$ cat config.mk
export PLATFORM = sky130hd
export DESIGN_NAME = machine_timer
export DESIGN_NICKNAME = d
export VERILOG_FILES = /design/src/rtl/machine_timer.sv
export SDC_FILE = /design/constraint.sdc
export NUM_CORES = 1
export LEC_CHECK = 0
export BUFFER_PORTS_ARGS = -buffer_cell sky130_fd_sc_hd__buf_2
export CELL_PAD_IN_SITES_DETAIL_PLACEMENT = 1
export CELL_PAD_IN_SITES_GLOBAL_PLACEMENT = 1
export CORE_MARGIN = 5
export CORE_UTILIZATION = 52
export DETAILED_ROUTE_END_ITERATION = 8
export GPL_TIMING_DRIVEN = 0
export PLACE_DENSITY = 0.85
export SYNTH_ARGS = -nofsm -noshare
export SYNTH_HDL_FRONTEND = slang
export SYNTH_SLANG_ARGS = --single-unit
$ cat constraint.sdc
create_clock -name clk -period 10.4 [get_ports clk]
set_input_delay 0.52 -clock clk [delete_from_list [all_inputs] [get_ports clk]]
set_output_delay 0.52 -clock clk [all_outputs]
set_load 0.05 [all_outputs]
$ cat src/rtl/machine_timer.sv
// machine_timer: memory-mapped RISC-V machine timer with one free-running
// 64-bit mtime and NUM_HARTS 64-bit mtimecmp comparators.
//
// Ports:
//   clk, rst        clock; asynchronous active-high reset
//   i_wb_stb/we     one access per strobed cycle, we=1 write
//   i_wb_sel        byte-lane enables for writes
//   i_wb_addr       byte offset; [11:2] selects the word, [1:0] ignored
//   i_wb_data       write data
//   o_wb_data       registered read data, held between reads
//   o_wb_ack        one-cycle acknowledge, one cycle after each strobe
//   i_time_halt     freezes mtime and the prescaler
//   o_timer_irq     per-hart registered (mtime >= mtimecmp[h])
//
// Word map: 0 mtime lo, 1 mtime hi, 2+2h mtimecmp[h] lo, 3+2h mtimecmp[h] hi.
//
// Optional build macro MTIME_LATCH_EN: a read of mtime lo snapshots mtime hi
// into a shadow register, and reads of mtime hi return that shadow so a
// lo-then-hi read pair is coherent across a carry.
module machine_timer #(
  parameter int unsigned NUM_HARTS = 2,
  parameter int unsigned PRESCALE  = 1,
  parameter logic [63:0] CMP_RESET = 64'hFFFF_FFFF_FFFF_FFFF
) (
  input  logic                 clk,
  input  logic                 rst,
  input  logic                 i_wb_stb,
  input  logic                 i_wb_we,
  input  logic [3:0]           i_wb_sel,
  input  logic [11:0]          i_wb_addr,
  input  logic [31:0]          i_wb_data,
  output logic [31:0]          o_wb_data,
  output logic                 o_wb_ack,
  input  logic                 i_time_halt,
  output logic [NUM_HARTS-1:0] o_timer_irq
);

  localparam int unsigned   PW         = (PRESCALE > 1) ? $clog2(PRESCALE) : 1;
  localparam logic [PW-1:0] PRESC_LAST = PW'(PRESCALE - 1);

  // Replace the bytes of old_v whose lane enable is set with those of new_v.
  function automatic logic [31:0] merge_lanes(input logic [31:0] old_v,
                                              input logic [31:0] new_v,
                                              input logic [3:0]  sel);
    logic [31:0] res;
    res = old_v;
    for (int k = 0; k < 4; k++) begin
      if (sel[k]) res[8*k +: 8] = new_v[8*k +: 8];
      else        res[8*k +: 8] = old_v[8*k +: 8];
    end
    return res;
  endfunction

  logic [63:0]          r_mtime;
  logic [PW-1:0]        r_presc;
  logic [63:0]          r_cmp [NUM_HARTS];
  logic [NUM_HARTS-1:0] r_irq;
  logic                 r_ack;
  logic [31:0]          r_rdata;

  logic [9:0]           w_word;
  logic                 w_rd;
  logic                 w_wr;
  logic                 w_mtime_lo_we;
  logic                 w_mtime_hi_we;
  logic                 w_tick;
  logic [NUM_HARTS-1:0] w_cmp_lo_we;
  logic [NUM_HARTS-1:0] w_cmp_hi_we;
  logic [31:0]          w_mtime_hi_rd;
  logic [31:0]          w_rdata;
  logic                 w_unused_addr;

  assign w_word        = i_wb_addr[11:2];
  assign w_unused_addr = ^i_wb_addr[1:0];
  assign w_rd          = i_wb_stb & ~i_wb_we;
  // A write with no lanes enabled changes nothing, so it must not
  // suppress the mtime increment either.
  assign w_wr          = i_wb_stb & i_wb_we & (|i_wb_sel);
  assign w_mtime_lo_we = w_wr & (w_word == 10'd0);
  assign w_mtime_hi_we = w_wr & (w_word == 10'd1);
  assign w_tick        = ~i_time_halt & (r_presc == PRESC_LAST);

  // Per-hart comparator write enables.
  always_comb begin
    w_cmp_lo_we = '0;
    w_cmp_hi_we = '0;
    for (int h = 0; h < NUM_HARTS; h++) begin
      w_cmp_lo_we[h] = w_wr & (w_word == 10'(2 + 2 * h));
      w_cmp_hi_we[h] = w_wr & (w_word == 10'(3 + 2 * h));
    end
  end

`ifdef MTIME_LATCH_EN
  logic [31:0] r_shadow;

  // Shadow of mtime hi, captured (pre-edge) by every read of mtime lo.
  always_ff @(posedge clk or posedge rst) begin
    if (rst)                          r_shadow <= 32'd0;
    else if (w_rd && w_word == 10'd0) r_shadow <= r_mtime[63:32];
    else                              r_shadow <= r_shadow;
  end

  assign w_mtime_hi_rd = r_shadow;
`else
  assign w_mtime_hi_rd = r_mtime[63:32];
`endif

  // Read mux; unmapped words read as zero.
  always_comb begin
    w_rdata = 32'd0;
    case (w_word)
      10'd0:   w_rdata = r_mtime[31:0];
      10'd1:   w_rdata = w_mtime_hi_rd;
      default: begin
        for (int h = 0; h < NUM_HARTS; h++) begin
          w_rdata = w_rdata
                  | ((w_word == 10'(2 + 2 * h)) ? r_cmp[h][31:0]  : 32'd0)
                  | ((w_word == 10'(3 + 2 * h)) ? r_cmp[h][63:32] : 32'd0);
        end
      end
    endcase
  end

  // Prescaler: counts 0..PRESCALE-1 while not halted; never reset by writes.
  always_ff @(posedge clk or posedge rst) begin
    if (rst)               r_presc <= PW'(0);
    else if (!i_time_halt) r_presc <= (r_presc == PRESC_LAST) ? PW'(0) : r_presc + PW'(1);
    else                   r_presc <= r_presc;
  end

  // mtime: a software write to either half takes priority and cancels the
  // increment (and any carry) for that cycle.
  always_ff @(posedge clk or posedge rst) begin
    if (rst) begin
      r_mtime <= 64'd0;
    end else if (w_mtime_lo_we || w_mtime_hi_we) begin
      r_mtime[31:0]  <= w_mtime_lo_we ? merge_lanes(r_mtime[31:0],  i_wb_data, i_wb_sel) : r_mtime[31:0];
      r_mtime[63:32] <= w_mtime_hi_we ? merge_lanes(r_mtime[63:32], i_wb_data, i_wb_sel) : r_mtime[63:32];
    end else if (w_tick) begin
      r_mtime <= r_mtime + 64'd1;
    end else begin
      r_mtime <= r_mtime;
    end
  end

  // mtimecmp registers with byte-lane writes.
  always_ff @(posedge clk or posedge rst) begin
    if (rst) begin
      for (int h = 0; h < NUM_HARTS; h++) r_cmp[h] <= CMP_RESET;
    end else begin
      for (int h = 0; h < NUM_HARTS; h++) begin
        r_cmp[h][31:0]  <= w_cmp_lo_we[h] ? merge_lanes(r_cmp[h][31:0],  i_wb_data, i_wb_sel) : r_cmp[h][31:0];
        r_cmp[h][63:32] <= w_cmp_hi_we[h] ? merge_lanes(r_cmp[h][63:32], i_wb_data, i_wb_sel) : r_cmp[h][63:32];
      end
    end
  end

  // Interrupts compare pre-edge mtime against pre-edge mtimecmp.
  always_ff @(posedge clk or posedge rst) begin
    if (rst) begin
      r_irq <= '0;
    end else begin
      for (int h = 0; h < NUM_HARTS; h++) r_irq[h] <= (r_mtime >= r_cmp[h]);
    end
  end

  // Bus response: ack every strobe one cycle later; data only moves on reads.
  always_ff @(posedge clk or posedge rst) begin
    if (rst) begin
      r_ack   <= 1'b0;
      r_rdata <= 32'd0;
    end else begin
      r_ack   <= i_wb_stb;
      r_rdata <= w_rd ? w_rdata : r_rdata;
    end
  end

  assign o_wb_ack    = r_ack;
  assign o_wb_data   = r_rdata;
  assign o_timer_irq = r_irq;

endmodule
==> results of run 1 <==
-- sequential cells by signal (all words and copies together), names as in the netlist --
| name | cells |
|---|---|
| r_cmp | 128 |
| o_wb_ack | 1 |
| o_timer_irq | 2 |
| r_mtime | 64 |
| o_wb_data | 32 |
-- cell usage in the layout (no fill, tap or decap), drive strengths merged, types with 46 or more instances in the layout --
cell / netlist / final
a21oi: 97 / 97
a222oi: 58 / 58
a31oi: 53 / 53
buf: 31 / 115
clkbuf: 49 / 93
dfrtp: 99 / 99
dfstp: 128 / 128
ha: 129 / 129
inv: 142 / 142
nand2: 189 / 189
nand3: 46 / 46
nor2: 98 / 98
o21ai: 144 / 144
-- power breakdown --
part | internal (W) | total (W) | switching [W]
sequential | 0.000926 | 0.000990 | 0.0000643
clock | 0.000564 | 0.000963 | 0.000399
combinational | 0.0000869 | 0.000291 | 0.000204
total | 0.00158 | 0.00224 | 0.000667
-- stage by stage --
| step | total power (W) | cell area, sq um |
|---|---|---|
| after floorplan | 0.00116 | 14500 |
| after global placement | 0.00126 | 15400 |
| after detailed placement | 0.00128 | 15500 |
| after CTS | 0.00224 | 16300 |
| after global routing | 0.00230 | 16300 |
| final | 0.00224 | 16300 |
-- worst max-delay path: stages, from the launching register on --
cell	delay, ns
dfrtp_1	0.47
ha_1	0.27
nand3_1	0.19
nor4_1	1.25
nand3_1	0.30
nor3_1	0.51
a211oi_1	0.15
a311oi_1	0.25
-- synthesized netlist by cell type (10+ instances only) --
master / number / area share, %
nand4_1: 37 / 1.6
nand3_1: 43 / 1.5
o21ai_0: 97 / 3.3
and2_1: 12 / 0.52
mux2_2: 27 / 2.1
a222oi_1: 58 / 4.0
o22a_1: 15 / 0.91
nor4_1: 15 / 0.65
o211ai_1: 12 / 0.62
and4_1: 13 / 0.79
a21oi_1: 96 / 3.3
a211oi_1: 10 / 0.52
a31oi_1: 52 / 2.2
o21a_1: 12 / 0.62
dfstp_2: 128 / 23
a21o_1: 13 / 0.67
nor2_1: 95 / 2.5
nand2_1: 189 / 4.9
ha_1: 129 / 11
o21ai_1: 47 / 1.6
and3_1: 15 / 0.65
inv_1: 142 / 3.7
buf_2: 23 / 0.79
clkbuf_1: 46 / 1.2
nor3_1: 23 / 0.79
dfrtp_1: 99 / 17
-- area by class of cell --
| type | count | area (sq um) | area share [%] |
|---|---|---|---|
| multi-input cells | 1146 | 7740 | 47.4 |
| flip-flops and latches | 227 | 5840 | 35.7 |
| clock buffers | 44 | 830 | 5.08 |
| inverters | 142 | 541 | 3.31 |
| repair buffers | 85 | 482 | 2.95 |
| well taps | 378 | 473 | 2.89 |
| plain buffers | 80 | 389 | 2.38 |
| clock inverters | 4 | 45.0 | 0.276 |
-- cells by family (layout without fill, tap and decap cells) --
group | count (synthesis) | after routing | share of synthesized area, %
simple gates | 488 | 488 | 16.8
buf+inv | 222 | 355 | 6.36
fa+ha+maj | 129 | 129 | 11.1
mux | 35 | 35 | 2.71
flops | 227 | 227 | 40.3
compound gates | 494 | 494 | 22.7
-- metal layers --
metal	track usage [%]	share of wire, %
met1	48.1	38
met5	0	0.036
met2	61.4	46
met3	6.88	9.0
met4	23.4	7.5
-- worst min path at each step --
stage | slack, ns | endpoint | cells after the start | startpoint
after global routing | 0.13 | o_wb_ack | 1 | i_wb_stb
after floorplan | 0.45 | r_cmp[114] | 2 | r_cmp[114]
after global placement | 0.46 | r_cmp[115] | 2 | r_cmp[115]
after CTS | 0.12 | o_wb_ack | 1 | i_wb_stb
final | 0.13 | o_wb_ack | 1 | i_wb_stb
after detailed placement | 0.47 | r_cmp[118] | 2 | r_cmp[118]
-- what timing repair did --
action                                 CTS  global route
hold buffers                             1             0
resized for setup                        0             0
endpoints found under the hold margin   15             0
==> results.md, run 1 <==
- Avg WL per Cell: between 20 and 30 um
- Crit path max fanout: 7
- Reg-to-reg endpoint: r_mtime[28]
- Post-Syn Area: ~14000 sq um
- Final hold vios: 0
- Util after Layout: roughly 60%
- Initial Util: roughly 52%
- Setup TNS: 0 ns
- Number of synthesized flops with an enable pin: 0
- Critical Path Source Type: register
- Sequential area share after synthesis: 40.3%
- Critical path endpoint category: register
- DP Cell Count: 2057
- Antenna cells: 0
- Total global routing overflow: 0
- Largest net degree at the start of global routing: just under 100
- # setup viols final: 0
- Worst hold path type: in2reg
- Worst Max-Slew Pin Slew: between 1 and 1.5 ns
- Clock Sinks: ~230
- Io pins: between 80 and 90
- Initial antenna violation count: 2
- Final critical-path required period: 3.49 ns
- Global-route wire length before repair: approximately 90 mm
- Total CTS buffers: 27
- CP required: around 11 ns
- Filler cells: 3263
- Setup Crit Path Kind: reg2reg
- Period utilization: roughly 34%
- Synth warnings: 0
- Nets: 1891
- Vias per std cell: slightly below 7
- Data arrival, critical path: ~3.9 ns
- Area of the core: approximately 28000 sq um
- Synthesized flop and latch total: 227
- Final WL: 60.5 mm
- Area grow syn2layout: 12.7%
- Detailed-route via count: about 15000
- Worst R2R Start: r_mtime[1]
- Pleak: roughly 7.5 nW
- Die Ht: ~180 um
- H-Tree Level Count: 1
- Post-CTS setup repair buffer count: 0
- Synth Instances: approximately 1600
- VDD IR max: between 0.1 and 0.15 mV
- Unrepaired setup endpoints after global routing: false
- Worst Skew: around 0.011 ns
- Status: complete, but fails checks
- MaxCap Viol Count: 1
- Clock Tree Buf Depth: 3
- GRT Overall Usage: between 30% and 40%
- Violated checks: capacitance limit
- Clock-pin slew on the worst setup and hold paths: 0.06 ns
- Drt drc: 0
- Final Hold Slack: about 0.13 ns
- Synth cell types: between 80 and 90
- Port Buffer Count: between 80 and 90
- Layout cell share with drive strength beyond 1: between 10% and 20%
- Fmax: about 290 MHz
- Most used DFF post-synth: dfstp_2
- Num rows: slightly above 60
- Root Buffer: clkbuf_16
- Synthesized Nets: between 1500 and 2000
- First-pass detailed-route iteration total: 9
- R2r worst-path depth: 7
- Finished Layout Cells: ~2100
- DP HPWL: 44.1 mm
- Async set-reset flop share out of synthesis: 100%
- Worst setup path startpoint: r_mtime[1]
- CTS tree: built
- Die area: 31300 sq um
- CP endpoint: r_mtime[28]
- Avg Inst Size Synth: a little over 9 sq um
- Pre-CTS setup slack: 6.64 ns
- ANT nets after route: 0
- Pwr per Cell Area: around 140 nW/um^2
- Worst setup margin: just under 7 ns
- Initial DRC Count: 1812
- R2r setup slk: between 6 and 7 ns
- Vias in the first global route: between 15000 and 20000
- Slew Viols, Final: 0
- Final Wtd Congestion: a little under 1
- Die W: approximately 180 um
- Clock latency on the worst-skew pair: approximately 0.55 ns
- Max_slew headroom: around 1.4%
(Power assumes the default switching activity.)
==> run 2: changes to the inputs <==
--- a/config.mk
+++ b/config.mk
@@ -5,14 +5,15 @@
 export SDC_FILE = /design/constraint.sdc
 export NUM_CORES = 1
 export LEC_CHECK = 0
+export ABC_AREA = 1
 export BUFFER_PORTS_ARGS = -buffer_cell sky130_fd_sc_hd__buf_2
 export CELL_PAD_IN_SITES_DETAIL_PLACEMENT = 1
 export CELL_PAD_IN_SITES_GLOBAL_PLACEMENT = 1
 export CORE_MARGIN = 5
-export CORE_UTILIZATION = 52
+export CORE_UTILIZATION = 45
 export DETAILED_ROUTE_END_ITERATION = 8
 export GPL_TIMING_DRIVEN = 0
-export PLACE_DENSITY = 0.85
+export PLACE_DENSITY = 0.79
 export SYNTH_ARGS = -nofsm -noshare
 export SYNTH_HDL_FRONTEND = slang
 export SYNTH_SLANG_ARGS = --single-unit
==> constraint.sdc (replaced) <==
create_clock -name clk -period 3.6 [get_ports clk]
set_input_delay 0.18 -clock clk [delete_from_list [all_inputs] [get_ports clk]]
set_output_delay 0.18 -clock clk [all_outputs]
set_load 0.05 [all_outputs]
==> run 2 against run 1 <==
First-iteration DRC count down 39%. Clock power grew to 3.0 times the previous value. Area after synthesis rose by 7.9%. The run now ends clean. Sequential power rose to 3.0 times the previous value. Clock-buffer cell count is 2 lower. Highest routed layer is now met4. Setup slack got worse by 6.2 ns. Largest power group unchanged. Flip-flop and latch count did not move. Wire length increased by 11%. Final cell count is 37% higher. Via count up 13%.
==> results.md, run 2 <==
- Avg Inst Size Synth: 6.92 sq um
- Setup Crit Path Kind: reg2reg
- Clock Tree Buf Depth: 3
- Largest net degree at the start of global routing: 44
- H-Tree Level Count: 1
- Final Wtd Congestion: approximately 1.0
- Die W: 196 um
- Num rows: 68
- Status: finished clean
- Synth top area cells: dfstp_2 (22%), nand2_1 (16%), dfrtp_1 (16%), ha_1 (10%), nor2_1 (7.7%)
- Final WL: 66.9 mm
- Clock latency on the worst-skew pair: 0.58 ns
- Period utilization: just over 80%
- ANT nets after route: 0
- Top-count cell post-synth: nand2_1
- Power Total: around 0.0074 W
- Synth warnings: 0
- Setup TNS: 0 ns
- Async set-reset flop share out of synthesis: between 90% and 100%
- Commonest non-fill, non-tap cell in the layout: nand2_1
- Synth cell types: 36
- Worst Skew: 0.0145 ns
- MaxCap Viol Count: 0
- CTS resizes: 0
- Synth Instances: 2260
- Total CTS buffers: 28
- DP HPWL: 52.7 mm
- Final Hold Slack: about 0.015 ns
- Nets: between 2000 and 3000
- Root Buffer: clkbuf_16
- CP required: 4.06 ns
- Data arrival, critical path: 3.38 ns
- Die area: roughly 39000 sq um
- Clock-pin slew on the worst setup and hold paths: ~0.06 ns
- Area grow syn2layout: 15.1%
- Final instance area: roughly 18000 sq um
- Unrepaired setup endpoints after global routing: false
- Pwr per Cell Area: ~410 nW/um^2
- Biggest register: r_cmp
- VDD IR max: between 0.4 and 0.5 mV
- Initial DRC Count: roughly 1100
- Port Buffer Count: between 80 and 90
- Area of the core: roughly 34000 sq um
- Worst Max-Slew Pin Slew: ~1.2 ns
- Vias in the first global route: between 15000 and 20000
- Sequential area share after synthesis: a little under two fifths
- # setup viols final: 0
- Most frequent cells in the layout: nand2_1 (684), nor2_1 (320), inv_1 (272)
- Detailed-route via count: roughly 16000
- Initial antenna violation count: 0
- Critical path endpoint category: register
- Most used DFF post-synth: dfstp_2
- Critical Path Source Type: register
- GRT Overall Usage: 34.5%
- Synthesized flop and latch total: 227
- Final hold vios: 0
- Pleak: 7.91 nW
- Initial Util: 45.4%
- Leading area contributor after synthesis: dfstp_2
- Vias per std cell: 5.69
- Crit path max fanout: 6
- Drt drc: 0
- Post-Syn Area: approximately 16000 sq um
- Dpl cell area: 16800 sq um
- Number of synthesized flops with an enable pin: 0
- Max_slew headroom: 17.6%
- Avg WL per Cell: about 23 um
- Worst hold path type: in2reg
- Global-route wire length before repair: 102 mm
- Area share of the largest cell type after synthesis: 21.5%
- Post-CTS setup repair buffer count: 0
- Clock Sinks: 227
- Io pins: between 80 and 90
- Synthesized Nets: 2442
- Hold_buf cts: 29
- Largest register FFs: between 100 and 150
- Total global routing overflow: 0
- Die Ht: between 150 and 200 um
- Layout cell share with drive strength beyond 1: roughly an eighth
- Fmax: ~340 MHz
- Final critical-path required period: ~3 ns
- CTS tree: built
- First-pass detailed-route iteration total: 5
- Synth cell count leaders: nand2_1 (684), nor2_1 (320), inv_1 (273)
- Slew Viols, Final: 0
## run 2: cell count changes after synthesis, sizes merged, moves of 16 or more
cell	before	now
nor2	98	328
a222oi	58	0
nor4	19	1
and3	16	0
mux2	34	0
inv	142	278
a21oi	97	139
nand2	189	688
o22ai	7	62
a31oi	53	0
and4	16	0
nand4	39	17
o21ai	144	233
## run 2: critical path, cell delays in order (launching register included)
cell and delay (ns):
dfrtp_1 0.49, ha_1 0.34, nand2_1 0.11, nor2_1 0.36
nand2_1 0.29, nor2_1 0.53, nand3_1 0.15, nor2_1 0.21
nor2_1 0.06, o21ai_0 0.19, nand2_1 0.07
## run 2: per-stage QoR
step / utilization [%] / setup WS, ns / cells
floorplan: - / 0.559 / 2260
global route: 52.2 / 0.536 / 2886
detailed placement: 48.6 / 0.721 / 2806
finish: 52.2 / 0.680 / 2887
global placement: 48.3 / -0.989 / 2800
CTS: 52.2 / 0.806 / 2886
## run 2: worst paths after layout
check | start | to | slack, ns | depth (start not counted)
setup reg to reg | r_mtime[1] | r_mtime[40] | 0.68 | 10
hold reg to reg | r_cmp[55] | r_cmp[55] | 0.48 | 2
min in group asynchronous | rst | r_mtime[4] | 0.16 | 3
setup / recovery | r_mtime[1] | r_mtime[40] | 0.68 | 10
max in group asynchronous | rst | r_cmp[126] | 2.06 | 7
hold / removal | i_wb_data[31] | r_cmp[63] | 0.01 | 3
## run 2: logic make-up after synthesis
family	synth area share, %
DFF	37.4
AOI/OAI and AO/OA	15.3
and+or+nand+nor	27.6
xor gates and xnor gates	1.29
buffers and inverters	8.16
adders and majority gates	10.3
## run 2: metal layers
| metal | global-route usage, % | wire (um) | vias up |
|---|---|---|---|
| met5 | 0 | 0 | - |
| met4 | 11.1 | 2400 | 0 |
| met3 | 5.52 | 4360 | 117 |
| met2 | 55.8 | 30400 | 537 |
| met1 | 47.6 | 29800 | 8195 |
| li1 | - | - | 7576 |
## run 2: cell type report
cell class	instances	area (sq um)
diodes	1	2.50
plain buffers	56	233
clock buffers	42	868
clock inverters	9	80.1
fillers	4506	16500
inverters	278	1050
multi-input cells	1699	8520
flip-flops and latches	227	5840
well taps	455	569
repair buffers	120	836
## run 2: power breakdown
group,total [W],internal [W],switching [W]
logic,0.00151,0.000491,0.00102
clock network,0.00292,0.00173,0.00119
registers,0.00294,0.00269,0.000245
==> run 3: changes to the inputs <==
==> constraint.sdc (replaced) <==
create_clock -name clk -period 2.8 [get_ports clk]
set_input_delay 0.14 -clock clk [delete_from_list [all_inputs] [get_ports clk]]
set_output_delay 0.14 -clock clk [all_outputs]
set_load 0.05 [all_outputs]
==> run 3 against run 2 <==
Critical path depth rose by 2. Wire length grew 0.23%. Global-route usage increased by 0.069 points. Final cell count rose by 0.14%. Via count decreased by 0.19%. Register-to-register slack worse by 0.59 ns. Core utilization grew 0.17 points. Sequential share of layout area down 0.10 points. Worst hold slack improved by 0.061 ns. Cell area increased by 0.32%. Die area is the same. Critical endpoint is now o_timer_irq[0]. Largest cell class unchanged. Largest power group unchanged. Highest routed layer unchanged.
==> results.md, run 3 (synthesis gave the netlist of run 2 again) <==
- Largest register FFs: 128
- Crit path max fanout: 2
- Worst Skew: about 0.014 ns
- Layout cell share with drive strength beyond 1: 12.4%
- Final critical-path required period: 2.71 ns
- # setup viols final: 0
- Vias per std cell: 5.67
- Die W: approximately 200 um
- Vias in the first global route: roughly 17000
- Most frequent cells in the layout: nand2_1 (684), nor2_1 (316), inv_1 (272)
- Commonest non-fill, non-tap cell in the layout: nand2_1
- Status: finished clean
- Die Ht: between 150 and 200 um
- Die area: approximately 39000 sq um
- GRT Overall Usage: 34.5%
- Util after Layout: between 50% and 60%
- Root Buffer: clkbuf_16
- Worst Max-Slew Pin Slew: 1.21 ns
- H-Tree Level Count: 1
- MaxCap Viol Count: 0
- CTS tree: built
- Antenna cells: 0
- Nets: 2597
- Worst hold path type: in2reg
- CP required: between 3 and 4 ns
- First-pass detailed-route iteration total: 5
- Biggest register: r_cmp
- Drt drc: 0
- ANT nets after route: 0
- Num rows: roughly 70
- Area grow syn2layout: 15.5%
- Clock Tree Buf Depth: 3
- Area of the core: 34500 sq um
- Initial DRC Count: 1125
- Pleak: 7.93 nW
- Clock Sinks: around 230
- Total CTS buffers: 28
- Total global routing overflow: 0
- Clock-pin slew on the worst setup and hold paths: approximately 0.060 ns
- Unrepaired setup endpoints after global routing: false
- Global-route wire length before repair: around 100 mm
- Setup Crit Path Kind: reg2reg
- Avg WL per Cell: between 20 and 25 um
- Critical path endpoint category: register
- Initial Util: 45.4%
- Pwr per Cell Area: approximately 530 nW/um^2
- Max_slew headroom: 19.2%
- Final hold vios: 0
- Io pins: 88
- VDD IR max: between 0.5 and 0.6 mV
- Detailed-route via count: about 16000
- Initial antenna violation count: 0
- Final Wtd Congestion: between 1 and 1.5
- Period utilization: a little over nine tenths
- DP HPWL: between 50 and 60 mm
- Critical Path Source Type: register
- Final WL: about 67 mm
- Port Buffer Count: 85
- Largest net degree at the start of global routing: 44
- Clock latency on the worst-skew pair: just under 0.6 ns
- Power Total: about 0.0095 W
- Data arrival, critical path: 3.21 ns
- Fmax: 369 MHz
- Slew Viols, Final: 0
[run 3: report_power, final]
| group | switching (W) | internal (W) |
|---|---|---|
| combinational | 0.00131 | 0.000635 |
| sequential | 0.000315 | 0.00346 |
| clock | 0.00154 | 0.00223 |
| total | 0.00317 | 0.00633 |
[run 3: routing by layer]
metal / global-route usage [%] / up-vias / part of all wire, %
met1: 47.6 / 8134 / 44
met3: 5.59 / 124 / 6.7
met2: 55.7 / 556 / 45
met4: 11.6 / 0 / 3.6
li1: - / 7579 / -
met5: 0 / - / 0
[run 3: worst max-delay path: stages, from the launching register on]
cell	delay [ns]
dfstp_2	0.53
inv_1	0.07
ha_1	0.30
nand2_1	0.07
nor2_1	0.14
nand2_1	0.22
nor3_1	0.71
nand2_1	0.17
nand3_1	0.12
nor2_1	0.06
nand2_1	0.08
nand2_1	0.05
nand2_1	0.11
[run 3: path summary, 6_finish.rpt]
path / start / endpoint / slack, ns / depth (start not counted)
setup / recovery: r_cmp[95] / o_timer_irq[0] / 0.09 / 12
hold / removal: i_wb_sel[3] / r_cmp[123] / 0.08 / 4
setup reg to reg: r_cmp[95] / o_timer_irq[0] / 0.09 / 12
hold reg to reg: r_cmp[55] / r_cmp[55] / 0.49 / 2
max in group asynchronous: rst / r_cmp[126] / 1.31 / 7
min in group asynchronous: rst / r_mtime[37] / 0.12 / 3
[run 3: final cells by class]
| class | count | area [sq um] |
|---|---|---|
| Fill cell | 4498 | 16400 |
| Multi-Input combinational cell | 1699 | 8530 |
| Sequential cell | 227 | 5840 |
| Inverter | 278 | 1050 |
| Timing Repair Buffer | 125 | 886 |
| Clock buffer | 42 | 868 |
| Tap cell | 455 | 569 |
| Buffer | 56 | 233 |
| Clock inverter | 9 | 80.1 |
[run 3: metrics by stage]
stage	instance area, sq um	cells	setup slack (ns)	setup TNS, ns	hold WS [ns]
floorplan	15600	2260	-0.201	-19.95	0.171
CTS	18000	2891	0.00574	0	0.0665
global route	18100	2891	0.0248	0	0.129
global placement	16600	2800	-1.75	-244.52	0.276
finish	18100	2891	0.0902	0	0.0757
detailed placement	16800	2806	-0.0394	-0.0394	0.157
[run 3: repair_timing]
item                                    4_1_cts  5_1_grt
buffers inserted                              0        0
hold buffers                                 34        0
endpoints found under the setup margin        0        8
gates resized for setup                       0        4
endpoints found under the hold margin       204        0
